--- src/rtl/btn_debounce_pkg.sv ---
// Shared definitions for the button debounce path: FSM state encodings and
// the default stability time.
package btn_defs;

  typedef enum logic [1:0] {
    RELEASED        = 2'd0,
    CONFIRM_PRESS   = 2'd1,
    PRESSED         = 2'd2,
    CONFIRM_RELEASE = 2'd3
  } btn_fsm_e;

  // 10 ms at 27 MHz
  localparam int unsigned DEBOUNCE_CYCLES_DEFAULT = 270000;

endpackage

--- src/rtl/btn_debounce_sync_2ff.sv ---
// Generic 1-bit two-flop synchroniser with a parameterised reset level, for
// bringing asynchronous pins into the clk domain.
module sync_2ff #(
  parameter logic RESET_VAL = 1'b0
) (
  input  logic clk,
  input  logic rst,
  input  logic d,
  output logic q
);

  logic meta;

  always_ff @(posedge clk) begin
    if (rst) begin
      meta <= RESET_VAL;
      q    <= RESET_VAL;
    end else begin
      meta <= d;
      q    <= meta;
    end
  end

endmodule

--- src/rtl/btn_debounce.sv ---
// Push-button conditioning: synchronise, debounce with a stable-time counter,
// emit press/release pulses and a debounced level, and toggle an LED on press.
module btn_debounce
  import btn_defs::*;
#(
  parameter int unsigned DEBOUNCE_CYCLES = DEBOUNCE_CYCLES_DEFAULT,
  parameter int unsigned CNT_WIDTH       = 19,
  parameter bit          ACTIVE_LOW      = 1'b1
) (
  input  logic clk,
  input  logic rst,
  input  logic btn_in,
  output logic btn_state,
  output logic press_pulse,
  output logic release_pulse,
  output logic led
);

  localparam logic                 RELEASED_PIN = logic'(ACTIVE_LOW);
  localparam logic [CNT_WIDTH-1:0] CNT_LAST     = CNT_WIDTH'(DEBOUNCE_CYCLES - 1);

  logic                 btn_sync;
  logic                 pressed_s;
  btn_fsm_e             state, state_next;
  logic [CNT_WIDTH-1:0] cnt, cnt_next;
  logic                 press_evt, release_evt;

  sync_2ff #(
    .RESET_VAL(RELEASED_PIN)
  ) u_sync (
    .clk(clk),
    .rst(rst),
    .d  (btn_in),
    .q  (btn_sync)
  );

  assign pressed_s = btn_sync ^ RELEASED_PIN;

  always_comb begin
    state_next = state;
    cnt_next   = cnt;
    unique case (state)
      RELEASED: begin
        if (pressed_s) begin
          state_next = CONFIRM_PRESS;
          cnt_next   = '0;
        end
      end
      CONFIRM_PRESS: begin
        if (!pressed_s)            state_next = RELEASED;
        else if (cnt == CNT_LAST)  state_next = PRESSED;
        else                       cnt_next   = cnt + 1'b1;
      end
      PRESSED: begin
        if (!pressed_s) begin
          state_next = CONFIRM_RELEASE;
          cnt_next   = '0;
        end
      end
      CONFIRM_RELEASE: begin
        if (pressed_s)             state_next = PRESSED;
        else if (cnt == CNT_LAST)  state_next = RELEASED;
        else                       cnt_next   = cnt + 1'b1;
      end
      default: state_next = RELEASED;
    endcase
  end

  assign press_evt   = (state == CONFIRM_PRESS)   && (state_next == PRESSED);
  assign release_evt = (state == CONFIRM_RELEASE) && (state_next == RELEASED);

  // Outputs are registered from the next state so they move on the same edge
  // that the FSM accepts an event.
  always_ff @(posedge clk) begin
    if (rst) begin
      state         <= RELEASED;
      cnt           <= '0;
      btn_state     <= 1'b0;
      press_pulse   <= 1'b0;
      release_pulse <= 1'b0;
      led           <= 1'b0;
    end else begin
      state         <= state_next;
      cnt           <= cnt_next;
      btn_state     <= (state_next == PRESSED) || (state_next == CONFIRM_RELEASE);
      press_pulse   <= press_evt;
      release_pulse <= release_evt;
      if (press_evt) led <= ~led;
    end
  end

endmodule
--- config.mk ---
export PLATFORM = sky130hd
export DESIGN_NAME = btn_debounce
export DESIGN_NICKNAME = d
export VERILOG_FILES = /design/src/rtl/btn_debounce_pkg.sv /design/src/rtl/btn_debounce_sync_2ff.sv /design/src/rtl/btn_debounce.sv
export SDC_FILE = /design/constraint.sdc
export NUM_CORES = 1
export LEC_CHECK = 0
export BUFFER_PORTS_ARGS = -buffer_cell sky130_fd_sc_hd__buf_2
export CAP_MARGIN = 0
export CORE_ASPECT_RATIO = 2
export CORE_UTILIZATION = 45
export CTS_CLUSTER_DIAMETER = 120
export DETAILED_ROUTE_END_ITERATION = 7
export GPL_TIMING_DRIVEN = 0
export PLACE_DENSITY = 0.59
export SETUP_SLACK_MARGIN = 0.05
export SLEW_MARGIN = 40
export SYNTH_ARGS = -nofsm -noshare
export SYNTH_HDL_FRONTEND = slang
export SYNTH_SLANG_ARGS = --single-unit
export TNS_END_PERCENT = 30
--- constraint.sdc ---
create_clock -name clk -period 3.2 [get_ports clk]
set_input_delay 0.64 -clock clk [delete_from_list [all_inputs] [get_ports clk]]
set_output_delay 0.64 -clock clk [all_outputs]
set_load 0.02 [all_outputs]
==> reports/qor.yml <==
status: "finished clean"
dieArea_um2: 3040
synth.avg_cell_area_um2: 8.78
placed_cells: 178
slowest_delay_ns: 0.36
slew_headroom_pct: 67.6
synth_commonest_cells: "dfxtp_1, a21oi_1, nand2_1, o21ai_0, or3_1"
drv_cap: 0
ant_nets: 0
setup_tns_ns: 0
synth.distinct_cells: 34
drc: 0
r2r_cells: 7
crit_top_cell: "and4_1"
finish.utilization_pct: 53.2
postCtsSetupBuffers: 0
pin_count: 7
overflow: 0
layout-drive-gt1-share_pct: 13.6
slew_viol_final: 0
antenna_cells: 0
grt_pass1_wl_um: 4530
stdcell_count: 182
finalInstanceArea_um2: 1390
yosysTopAreaCellShare_pct: 41.1
synthesis.area_um2: 1260
hold_viol_final: 0
ir_drop_v: 0.000262
vias_per_cell: 6.08
num_rows: 26
r2r_end: "cnt[2]"
crit_fanout: 10
area_growth_syn_to_layout_pct: 9.50
preCtsSetupSlack_ns: 1.41
port_buffers: 6
fin_crit_ns: 1.79
fp.dieH_um: 77.0
met1_length_um: 1110
core_um2: 2600
htree_levels: 1
fin_skew_ns: 0.00330
tightest_slew_ns: 0.486
drt-wirelength-per-cell_um: 14.7
power_density_nw_per_um2: 407
clock_sinks: 26
dp_hpwl_um: 2020
grt_setup_unrepaired: "no"
start_util_pct: 48.6
crit_path_cell_trace: "ha_1, and4_1, buf_4, and4_1, buf_2, a2111o_1, o21ai_0"
whs_path_depth: 1
worstSetupPathType: "reg -> reg"
route.met3.wl_um: 43
yosys-top-cells-area: "dfxtp_1, a21oi_1, or3_1"
antenna_found_initial: 0
rrSetupSlack_ns: 1.41
clk_latency_ns: 0.28
placed_area_um2: 1330
period_share_pct: 56.0
crit_path_end_kind: "flip-flop"
synth_fp_nets: 148
globalplace.congestion: 0.725
top_layer_used: "met4"
first_global_vias: 1055
power_leakage_nw: 0.471
cts_made_buffers: 3
critPathLaunchType: "flip-flop"
nets: 159
dr_wl_met2_um: 1460
synth_top_area_cell: "dfxtp_1"
ys_seq_area_share_pct: 41.1
drt_iter0_drc: 23
cts.clk_slew.worst_paths_ns: 0.09
cp.required_ns: 3.41
cp_slowest_cell: "a2111o_1"
r2r_start: "cnt[0]"
hp-start: "u_sync.meta"
hold_buffers: 0
syn_inst: 144
grt_use_total_pct: 20.6
max_freq_mhz: 558
ctsResizeCount: 0
yosysMostFrequentCell: "dfxtp_1"
cts_buffer_depth: 2
root_buffer: "clkbuf_8"
worst_slack_ns: 1.41
setup_viol: 0
hold_class: "reg -> reg"
firstDrtPassIters: 4
num_vias: 1106
grt_start_max_net_pins: 15
synth_ff_type: "dfxtp_1"
ys_ff_latch: 26
synthArstFlopShare_pct: 0
cts_tree: "built"
wl_um: 2670
min_to: "u_sync.q"
die_w_um: 39.5
synth_edf_count: 0
arrival_ns: 2.00
yosys_warnings: 0
## layout by cell type (no fill, tap or decap), types with 2 or more instances in the layout
cell / count
dfxtp_1: 26
a21oi_1: 19
nand2_1: 12
o21ai_0: 12
or3_1: 10
nand4_1: 9
buf_2: 8
and4_1: 6
clkbuf_1: 4
inv_1: 4
clkbuf_8: 4
nor2_1: 3
nand3_1: 3
xor2_1: 3
nand2b_1: 3
mux2i_1: 3
nor4_1: 2
buf_4: 2
buf_6: 2
and3_1: 2
or2_2: 2
a2111o_1: 2
## per-stage QoR
step | hold slack, ns | total power [W]
6_report | 0.431 | 0.000564
4_1_cts | 0.429 | 0.000572
5_1_grt | 0.465 | 0.000583
3_3_place_gp | 0.396 | 0.000356
2_1_floorplan | 0.389 | 0.000350
3_5_place_dp | 0.402 | 0.000356
## routing by layer
metal  global-route usage (%)  up-vias
met5                        0        -
met4                     9.31        0
met3                     2.60        5
met2                     36.7       13
met1                     21.7      529
li1                         -      559
## power breakdown
part | switching (W) | internal, W
logic | 0.0000138 | 0.00000782
clock network | 0.000106 | 0.000110
registers | 0.00000134 | 0.000325
total | 0.000121 | 0.000444
## worst max-delay path, delay by kind of cell, from the launching register on
family                   cells  cell delay [ns]
AO/OA/AOI/OAI                2             0.43
adder cells (fa/ha/maj)      1             0.23
buffers and inverters        2             0.33
flip-flops                   1             0.35
AND/OR/NAND/NOR              2             0.38
## worst max path at each step
stage | start | end | slack, ns
finish | cnt[0] | cnt[2] | 1.41
global route | cnt[0] | cnt[2] | 1.27
CTS | cnt[0] | cnt[2] | 1.39
detailed placement | cnt[0] | cnt[2] | 1.41
global placement | cnt[0] | cnt[2] | 1.43
floorplan | cnt[0] | cnt[2] | 1.53
## final cells by class
cell class,count,area [µm²]
multi-input cells,104,667
clock buffers,4,55.1
fillers,250,1220
plain buffers,10,62.6
well taps,28,35.0
inverters,4,15.0
flip-flops and latches,26,520
repair buffers,6,30.0
## state kept, by name, summed over array words and instances (netlist names)
| register | cells |
|---|---|
| led | 1 |
| press_pulse | 1 |
| u_sync.meta | 1 |
| release_pulse | 1 |
| cnt | 19 |
| u_sync.q | 1 |
| state | 2 |
## cell families after synthesis
family	Yosys count	synth area share, %
and+or+nand+nor	59	28.5
AOI/OAI and AO/OA	37	16.6
DFF	26	41.1
buffers and inverters	14	6.13
xor gates and xnor gates	4	4.25
muxes	3	2.37
adders and majority gates	1	0.989
(Power assumes the default switching activity.)
